### config.mk
export PLATFORM = sky130hd
export DESIGN_NAME = pipe_hazard_ctrl_flat
export DESIGN_NICKNAME = d
export VERILOG_FILES = /design/src/rtl/pipe_hazard_ctrl_if.sv /design/src/rtl/pipe_hazard_ctrl.sv /design/src/flat_wrapper.sv
export SDC_FILE = /design/constraint.sdc
export NUM_CORES = 1
export LEC_CHECK = 0
export CAP_MARGIN = 20
export CORE_MARGIN = 2
export CORE_UTILIZATION = 47
export DETAILED_ROUTE_END_ITERATION = 16
export PLACE_DENSITY = 0.79
export SKIP_LAST_GASP = 1
export SYNTH_ARGS = -nofsm -noshare
export SYNTH_HDL_FRONTEND = slang
export SYNTH_SLANG_ARGS = --single-unit
export TNS_END_PERCENT = 30
### constraint.sdc
create_clock -name clk -period 1.81 [get_ports clk]
set_input_delay 0.362 -clock clk [delete_from_list [all_inputs] [get_ports clk]]
set_output_delay 0.362 -clock clk [all_outputs]
set_load 0.01 [all_outputs]
### src/rtl/pipe_hazard_ctrl_if.sv
// Signal bundle between the MIPS32 pipeline datapath and its hazard controller.
// HAZARD_PERF_CNT_EN adds the performance-counter outputs.
interface pipe_hazard_ctrl_if;
    logic [4:0]  id_rs;
    logic [4:0]  id_rt;
    logic        id_uses_rt;
    logic        id_jump;
    logic        id_jr;
    logic        ex_MemRead;
    logic [4:0]  ex_rt;
    logic        mem_branch_taken;
    logic        dmem_req;
    logic        dmem_ready;
    logic        halt_req;

    logic        pc_write;
    logic [1:0]  pc_sel;
    logic        ifid_write;
    logic        ifid_flush;
    logic        idex_write;
    logic        idex_flush;
    logic        exmem_write;
    logic        exmem_flush;
    logic        memwb_bubble;
    logic        halted;
    logic        mem_timeout;
`ifdef HAZARD_PERF_CNT_EN
    logic [31:0] stall_cnt;
    logic [31:0] flush_cnt;
    logic [31:0] wait_cnt_total;
`endif

    modport master (
        output id_rs, id_rt, id_uses_rt, id_jump, id_jr, ex_MemRead, ex_rt,
               mem_branch_taken, dmem_req, dmem_ready, halt_req,
        input  pc_write, pc_sel, ifid_write, ifid_flush, idex_write, idex_flush,
               exmem_write, exmem_flush, memwb_bubble, halted, mem_timeout
`ifdef HAZARD_PERF_CNT_EN
        , input stall_cnt, flush_cnt, wait_cnt_total
`endif
    );

    modport slave (
        input  id_rs, id_rt, id_uses_rt, id_jump, id_jr, ex_MemRead, ex_rt,
               mem_branch_taken, dmem_req, dmem_ready, halt_req,
        output pc_write, pc_sel, ifid_write, ifid_flush, idex_write, idex_flush,
               exmem_write, exmem_flush, memwb_bubble, halted, mem_timeout
`ifdef HAZARD_PERF_CNT_EN
        , output stall_cnt, flush_cnt, wait_cnt_total
`endif
    );
endinterface

### src/rtl/pipe_hazard_ctrl.sv
// Hazard sequencer for the 5-stage MIPS32 pipeline: stalls, redirects, memory freezes, debug halt.
// Define HAZARD_PERF_CNT_EN to add stall/flush/wait performance counters.
//
//   state      | meaning
//   -----------+-----------------------------------------------------------
//   ST_RUN     | normal execution, hazard priority applied every cycle
//   ST_MEMWAIT | data memory stalled; pipeline frozen until ready/timeout
//   ST_DRAIN   | fetch stopped, younger stages flushed, older ones retire
//   ST_HALTED  | pipeline empty and stopped until halt_req drops
module pipe_hazard_ctrl #(
    parameter int DRAIN_CYCLES = 4,
    parameter int MEM_TIMEOUT  = 15
) (
    input logic              clk,
    input logic              reset,
    pipe_hazard_ctrl_if.slave bus
);
    typedef enum logic [1:0] {
        ST_RUN     = 2'd0,
        ST_MEMWAIT = 2'd1,
        ST_DRAIN   = 2'd2,
        ST_HALTED  = 2'd3
    } state_e;

    localparam logic [7:0] MEM_TIMEOUT_C = 8'(MEM_TIMEOUT);
    localparam logic [7:0] DRAIN_LAST_C  = 8'(DRAIN_CYCLES - 1);
    localparam logic [1:0] PC_SEQ = 2'b00;
    localparam logic [1:0] PC_BR  = 2'b01;
    localparam logic [1:0] PC_J   = 2'b10;
    localparam logic [1:0] PC_JR  = 2'b11;

    state_e     state_q, state_d;
    logic       prior_drain_q, prior_drain_d;
    logic [7:0] wait_cnt_q, wait_cnt_d;
    logic [7:0] drain_cnt_q, drain_cnt_d;
    logic       mem_timeout_q, mem_timeout_d;

    logic       freeze, timed_out, loaduse, in_drain;
    logic       pc_write, ifid_write, ifid_flush, idex_write, idex_flush;
    logic       exmem_write, exmem_flush, memwb_bubble, halted;
    logic [1:0] pc_sel;

    assign freeze    = bus.dmem_req & ~bus.dmem_ready & (wait_cnt_q != MEM_TIMEOUT_C);
    assign timed_out = bus.dmem_req & ~bus.dmem_ready & (wait_cnt_q == MEM_TIMEOUT_C);
    assign loaduse   = bus.ex_MemRead & (bus.ex_rt != 5'd0) &
                       ((bus.ex_rt == bus.id_rs) | (bus.id_uses_rt & (bus.ex_rt == bus.id_rt)));
    // MEMWAIT resumes whichever mode it interrupted, so drain behaviour follows the saved mode.
    assign in_drain  = (state_q == ST_DRAIN) | ((state_q == ST_MEMWAIT) & prior_drain_q);

    always_ff @(posedge clk) begin
        if (reset) begin
            state_q       <= ST_RUN;
            prior_drain_q <= 1'b0;
            wait_cnt_q    <= '0;
            drain_cnt_q   <= '0;
            mem_timeout_q <= 1'b0;
        end else begin
            state_q       <= state_d;
            prior_drain_q <= prior_drain_d;
            wait_cnt_q    <= wait_cnt_d;
            drain_cnt_q   <= drain_cnt_d;
            mem_timeout_q <= mem_timeout_d;
        end
    end

    always_comb begin
        state_d       = state_q;
        prior_drain_d = prior_drain_q;
        wait_cnt_d    = wait_cnt_q;
        drain_cnt_d   = drain_cnt_q;
        mem_timeout_d = mem_timeout_q;
        pc_write      = 1'b1;
        pc_sel        = PC_SEQ;
        ifid_write    = 1'b1;
        ifid_flush    = 1'b0;
        idex_write    = 1'b1;
        idex_flush    = 1'b0;
        exmem_write   = 1'b1;
        exmem_flush   = 1'b0;
        memwb_bubble  = 1'b0;
        halted        = 1'b0;

        if (!reset) begin
            if (state_q == ST_HALTED) begin
                halted       = 1'b1;
                pc_write     = 1'b0;
                ifid_write   = 1'b0;
                idex_write   = 1'b0;
                exmem_write  = 1'b0;
                memwb_bubble = 1'b1;
                if (!bus.halt_req) state_d = ST_RUN;
            end else if (freeze) begin
                pc_write      = 1'b0;
                ifid_write    = 1'b0;
                idex_write    = 1'b0;
                exmem_write   = 1'b0;
                memwb_bubble  = 1'b1;
                wait_cnt_d    = wait_cnt_q + 8'd1;
                prior_drain_d = in_drain;
                state_d       = ST_MEMWAIT;
            end else begin
                wait_cnt_d = '0;
                if (timed_out) mem_timeout_d = 1'b1;

                if (bus.mem_branch_taken) begin
                    pc_sel      = PC_BR;
                    ifid_flush  = 1'b1;
                    idex_flush  = 1'b1;
                    exmem_flush = 1'b1;
                end else if (bus.id_jr) begin
                    pc_sel     = PC_JR;
                    ifid_flush = 1'b1;
                end else if (bus.id_jump) begin
                    pc_sel     = PC_J;
                    ifid_flush = 1'b1;
                end else if (loaduse) begin
                    pc_write   = 1'b0;
                    ifid_write = 1'b0;
                    idex_flush = 1'b1;
                end

                if (in_drain) begin
                    pc_write   = 1'b0;
                    ifid_flush = 1'b1;
                    if (!bus.halt_req) begin
                        state_d     = ST_RUN;
                        drain_cnt_d = '0;
                    end else if (drain_cnt_q == DRAIN_LAST_C) begin
                        state_d     = ST_HALTED;
                        drain_cnt_d = '0;
                    end else begin
                        state_d     = ST_DRAIN;
                        drain_cnt_d = drain_cnt_q + 8'd1;
                    end
                end else begin
                    state_d = bus.halt_req ? ST_DRAIN : ST_RUN;
                end
            end
        end
    end

    assign bus.pc_write     = pc_write;
    assign bus.pc_sel       = pc_sel;
    assign bus.ifid_write   = ifid_write;
    assign bus.ifid_flush   = ifid_flush;
    assign bus.idex_write   = idex_write;
    assign bus.idex_flush   = idex_flush;
    assign bus.exmem_write  = exmem_write;
    assign bus.exmem_flush  = exmem_flush;
    assign bus.memwb_bubble = memwb_bubble;
    assign bus.halted       = halted;
    assign bus.mem_timeout  = mem_timeout_q;

`ifdef HAZARD_PERF_CNT_EN
    logic [31:0] stall_cnt_q, flush_cnt_q, wait_total_q;
    logic        active, redirect, ev_stall, ev_flush, ev_wait;

    assign active   = (state_q != ST_HALTED);
    assign redirect = bus.mem_branch_taken | bus.id_jr | bus.id_jump;
    assign ev_wait  = active & freeze;
    assign ev_flush = active & ~freeze & redirect;
    assign ev_stall = active & ~freeze & ~redirect & loaduse;

    always_ff @(posedge clk) begin
        if (reset) begin
            stall_cnt_q  <= '0;
            flush_cnt_q  <= '0;
            wait_total_q <= '0;
        end else begin
            if (ev_stall) stall_cnt_q  <= stall_cnt_q + 32'd1;
            if (ev_flush) flush_cnt_q  <= flush_cnt_q + 32'd1;
            if (ev_wait)  wait_total_q <= wait_total_q + 32'd1;
        end
    end

    assign bus.stall_cnt      = stall_cnt_q;
    assign bus.flush_cnt      = flush_cnt_q;
    assign bus.wait_cnt_total = wait_total_q;
`endif
endmodule

### src/flat_wrapper.sv
// flat-port wrapper written by rule: the top's interface ports become plain ports
module pipe_hazard_ctrl_flat 
#(
    parameter int DRAIN_CYCLES = 4,
    parameter int MEM_TIMEOUT  = 15
)
  (clk, reset, bus_id_rs, bus_id_rt, bus_id_uses_rt, bus_id_jump, bus_id_jr, bus_ex_MemRead, bus_ex_rt, bus_mem_branch_taken, bus_dmem_req, bus_dmem_ready, bus_halt_req, bus_pc_write, bus_pc_sel, bus_ifid_write, bus_ifid_flush, bus_idex_write, bus_idex_flush, bus_exmem_write, bus_exmem_flush, bus_memwb_bubble, bus_halted, bus_mem_timeout);
  pipe_hazard_ctrl_if bus_i ();
  input logic clk;
  input logic reset;
  input wire logic [$bits(bus_i.id_rs)-1:0] bus_id_rs;
  input wire logic [$bits(bus_i.id_rt)-1:0] bus_id_rt;
  input wire logic [$bits(bus_i.id_uses_rt)-1:0] bus_id_uses_rt;
  input wire logic [$bits(bus_i.id_jump)-1:0] bus_id_jump;
  input wire logic [$bits(bus_i.id_jr)-1:0] bus_id_jr;
  input wire logic [$bits(bus_i.ex_MemRead)-1:0] bus_ex_MemRead;
  input wire logic [$bits(bus_i.ex_rt)-1:0] bus_ex_rt;
  input wire logic [$bits(bus_i.mem_branch_taken)-1:0] bus_mem_branch_taken;
  input wire logic [$bits(bus_i.dmem_req)-1:0] bus_dmem_req;
  input wire logic [$bits(bus_i.dmem_ready)-1:0] bus_dmem_ready;
  input wire logic [$bits(bus_i.halt_req)-1:0] bus_halt_req;
  output wire logic [$bits(bus_i.pc_write)-1:0] bus_pc_write;
  output wire logic [$bits(bus_i.pc_sel)-1:0] bus_pc_sel;
  output wire logic [$bits(bus_i.ifid_write)-1:0] bus_ifid_write;
  output wire logic [$bits(bus_i.ifid_flush)-1:0] bus_ifid_flush;
  output wire logic [$bits(bus_i.idex_write)-1:0] bus_idex_write;
  output wire logic [$bits(bus_i.idex_flush)-1:0] bus_idex_flush;
  output wire logic [$bits(bus_i.exmem_write)-1:0] bus_exmem_write;
  output wire logic [$bits(bus_i.exmem_flush)-1:0] bus_exmem_flush;
  output wire logic [$bits(bus_i.memwb_bubble)-1:0] bus_memwb_bubble;
  output wire logic [$bits(bus_i.halted)-1:0] bus_halted;
  output wire logic [$bits(bus_i.mem_timeout)-1:0] bus_mem_timeout;
  assign bus_i.id_rs = bus_id_rs;
  assign bus_i.id_rt = bus_id_rt;
  assign bus_i.id_uses_rt = bus_id_uses_rt;
  assign bus_i.id_jump = bus_id_jump;
  assign bus_i.id_jr = bus_id_jr;
  assign bus_i.ex_MemRead = bus_ex_MemRead;
  assign bus_i.ex_rt = bus_ex_rt;
  assign bus_i.mem_branch_taken = bus_mem_branch_taken;
  assign bus_i.dmem_req = bus_dmem_req;
  assign bus_i.dmem_ready = bus_dmem_ready;
  assign bus_i.halt_req = bus_halt_req;
  assign bus_pc_write = bus_i.pc_write;
  assign bus_pc_sel = bus_i.pc_sel;
  assign bus_ifid_write = bus_i.ifid_write;
  assign bus_ifid_flush = bus_i.ifid_flush;
  assign bus_idex_write = bus_i.idex_write;
  assign bus_idex_flush = bus_i.idex_flush;
  assign bus_exmem_write = bus_i.exmem_write;
  assign bus_exmem_flush = bus_i.exmem_flush;
  assign bus_memwb_bubble = bus_i.memwb_bubble;
  assign bus_halted = bus_i.halted;
  assign bus_mem_timeout = bus_i.mem_timeout;
  pipe_hazard_ctrl #(.DRAIN_CYCLES(DRAIN_CYCLES), .MEM_TIMEOUT(MEM_TIMEOUT)) u_core (.clk(clk), .reset(reset), .bus(bus_i));
endmodule
==> Implementation_results.wiki <==
{| class="wikitable"
! Metric !! Value
|-
| Status || complete, but fails checks
|-
| Violated checks || setup timing
|-
| Min-Delay Startpoint || u_core.bus.mem_timeout
|-
| Transition at the pin with the smallest max-transition slack || 0.475 ns
|-
| Cell-by-cell listing of the critical path || buf_2, or4_4, o211ai_2, and3b_1, a21o_1, buf_2
|-
| Register bit count reported by yosys || 20
|-
| Worst max-slew margin expressed relative to the limit || 0.682
|-
| Highest Clock Rate || approximately 490 MHz
|-
| Crit-path most repeated cell || buf_2
|-
| Floorplan die width || between 50 and 60 um
|-
| Sinks on the clock net || 20
|-
| Starting density of the core || 0.508
|-
| Count of input and output buffers || 36
|-
| Pin count of the biggest net entering global routing || 12
|-
| Type of element capturing the critical path || primary output
|-
| Reg-to-reg critical path startpoint || u_core.wait_cnt_q[0]
|-
| Clock slew at the register clock pins of the worst setup and hold paths || between 0.1 and 0.15 ns
|-
| Average cell area after synthesis || 8.12 sq um
|-
| Setup repair after global routing missed its margin || yes
|-
| Overall routing resource usage || 0.255
|-
| Mean routed wirelength per cell || between 10 and 15 um
|-
| Clock skew after layout || about 0.00089 ns
|-
| Iter 0 DRT Violations || between 50 and 60
|-
| CP max FO || 2
|-
| Synth warn || 0
|-
| Sequential Power Share || 0.471
|-
| Via density || approximately 5.6
|-
| Wire length of the first global-routing pass || approximately 6500 um
|-
| Category of the worst setup path launch point || primary input
|-
| HPWL Detailed || approximately 3000 um
|-
| Worst R2R Path Depth || 6
|-
| Via count of the first global-routing pass || 1499
|-
| Start point of the critical path || bus_ex_rt[3]
|-
| Post-synth design cell area || 1280 sq um
|-
| Commonest non-fill, non-tap cells in the layout || buf_4, nor2_1, clkdlybuf4s50_1
|-
| Fraction of layout instances using a drive strength above 1 || 0.319
|-
| Share of total power in the clock network || 0.284
|-
| Cell Int Power || approximately 700 uW
|-
| Clock latency on the worst-skew pair || 0.30 ns
|-
| Switching power total || 254 uW
|-
| Worst EP arrival || 1.67 ns
|-
| H-tree levels || 1
|-
| Number of diodes || 0
|-
| Top cells by area, synth || dfxtp_1, xnor2_1, nor2_1
|-
| Remaining DRCs || 0
|-
| Clock tree from TritonCTS || yes
|-
| Util after Layout || 0.788
|-
| Type of the tightest min-delay check || reg2reg
|-
| Lkg Pwr || approximately 0.85 nW
|-
| Cell with the largest stage delay on the worst path || or4_4
|-
| Share of the cycle needed by the critical path after routing || 1.12
|-
| Time the final worst path needs with I/O delays and setup || 2.03 ns
|-
| Top flip-flop cell by instance count after synthesis || dfxtp_1
|-
| Drt pass-1 iters || 4
|-
| Critical path type || in2out
|-
| Clock tree buffer depth || 2
|-
| Initial antenna violation count || 0
|-
| Routability congestion estimate || between 0.8 and 0.9
|-
| Number of enable flip-flop cells after synthesis || 0
|-
| Number of max-slew violations in the final report || 0
|-
| Fraction of power spent switching nets || 0.266
|-
| WL final || slightly below 4000 um
|-
| Area growth from synthesis to layout || 55.0%
|-
| Setup WS post-layout || -0.221 ns
|-
| Yosys cell types || 44
|-
| Portion of the post-synthesis area used by sequential elements || 0.312
|-
| WP data required || about 1.5 ns
|-
| Detail Route Antenna Nets || 0
|-
| Clock root buffer || clkbuf_4
|-
| Global route total overflow || 0
|-
| Worst path depth || 6
|-
| Max VDD drop || 0.595 mV
|-
| MaxCap Viol Count || 0
|-
| Area of the die || ~3200 sq um
|-
| Post-synthesis cell type with the largest combined area || dfxtp_1
|-
| Placeable core region || ~2500 sq um
|-
| Number of nets in the synthesized netlist || around 190
|-
| Filler cell count in the final layout || between 150 and 200
|-
| Number of vias in the routed layout || 1456
|-
| Kind of cell adding the most delay to the critical path || simple AND/OR/NAND/NOR gates
|-
| Logic gate share of total power || 0.244
|-
| Share of the synthesized area in the top cell type || 0.312
|-
| I/O pin count || 37
|-
| Peak per-stage delay on the critical path || approximately 0.52 ns
|-
| Cells on Worst Hold Path || 2
|-
| Setup slack on the worst flop-to-flop path || approximately 0.17 ns
|-
| Most frequent standard cell in the layout excluding fill and tap cells || buf_4
|-
| DP Worst Slack || -0.884 ns
|-
| Die height || 56.2 um
|-
| Clock buffer count from CTS || 3
|-
| Count of buffering cells on the critical path with inverters included || 2
|-
| Number of rows created at floorplan || 18
|-
| Number of endpoints with negative hold slack in the final report || 0
|-
| Cell area power density || approximately 480 nW/um^2
|-
| Count of final setup violators || 11
|-
| Net count, final || 260
|-
| Share of async-settable or async-resettable flops after synthesis || 0
|-
| Synth Instances || roughly 160
|}
==> routing by layer <==
| metal | routed length, um | up-vias | track usage |
|---|---|---|---|
| met2 | 2150 | 28 | 0.494 |
| met4 | 12 | 0 | 0.0408 |
| met1 | 1640 | 702 | 0.287 |
| met3 | 121 | 2 | 0.0512 |
| li1 | - | 724 | - |
| met5 | 0 | - | 0 |
==> registers in the layout (all words and copies together) (netlist names) <==
name	cells
u_core.bus.mem_timeout	1
u_core.wait_cnt_q	8
u_core.prior_drain_q	1
u_core.drain_cnt_q	8
u_core.state_q	2
==> worst paths after layout <==
kind,endpoint
max,bus_idex_flush
min,u_core.bus.mem_timeout
min reg2reg,u_core.bus.mem_timeout
max reg2reg,u_core.drain_cnt_q[5]
==> worst min-delay path: stages, from the launching register on <==
cell and delay [ns]:
dfxtp_1 0.35, a21oi_1 0.04, nor2_1 0.07
==> cell type report <==
type | instances | area (sq um) | area share
multi-input combinational | 130 | 882 | 0.444
timing repair buffer | 76 | 621 | 0.312
sequential | 20 | 404 | 0.203
tap | 30 | 37.5 | 0.0189
clock buffer | 4 | 36.3 | 0.0183
inverter | 2 | 7.51 | 0.00378
==> Yosys cell counts (3+ instances only) <==
cell type	instances
a32o_1	4
xor2_1	3
xnor2_1	12
nand4_1	5
nand2b_1	3
nand3_1	8
nand2_1	17
a21oi_1	9
dfxtp_1	20
nor3_1	4
o21ai_0	5
nor2_1	22
and3_1	5
==> power by group through the flow <==
stage	clock (mW)	combinational (mW)	sequential, mW
3_5_place_dp	0	0.231	0.459
4_1_cts	0.274	0.231	0.450
2_1_floorplan	0	0.0862	0.460
6_report	0.271	0.233	0.450
5_1_grt	0.300	0.251	0.450
3_3_place_gp	0	0.222	0.459
==> logic make-up (layout without fill, tap and decap cells) <==
| kind of cell | count (synthesis) | in the layout | synth area share |
|---|---|---|---|
| flip-flops | 20 | 20 | 0.312 |
| AND/OR/NAND/NOR | 78 | 78 | 0.327 |
| AO/OA/AOI/OAI | 33 | 33 | 0.189 |
| adder cells (fa/ha/maj) | 2 | 2 | 0.0195 |
| XOR/XNOR | 15 | 15 | 0.102 |
| multiplexers | 2 | 2 | 0.0156 |
| buffers and inverters | 8 | 82 | 0.0342 |
==> per-stage QoR <==
step	hold slack, ns	instances	TNS, ns	total power [mW]	area [sq um]
CTS	0.491	262	-2.50	0.955	1990
detailed placement	0.463	255	-7.79	0.690	1920
global route	0.508	262	-2.97	1.00	1990
finish	0.484	262	-1.94	0.954	1990
global placement	0.464	255	-7.28	0.681	1920
floorplan	0.451	158	0	0.546	1280
==> timing repair <==
action	CTS	global route
hold buffers	0	0
resized for setup	61	7
buffers inserted	3	0
endpoints found under the setup margin	11	17
hold endpoints to repair	0	0
pin swaps	8	4
Power figures use the tool's default switching activity.
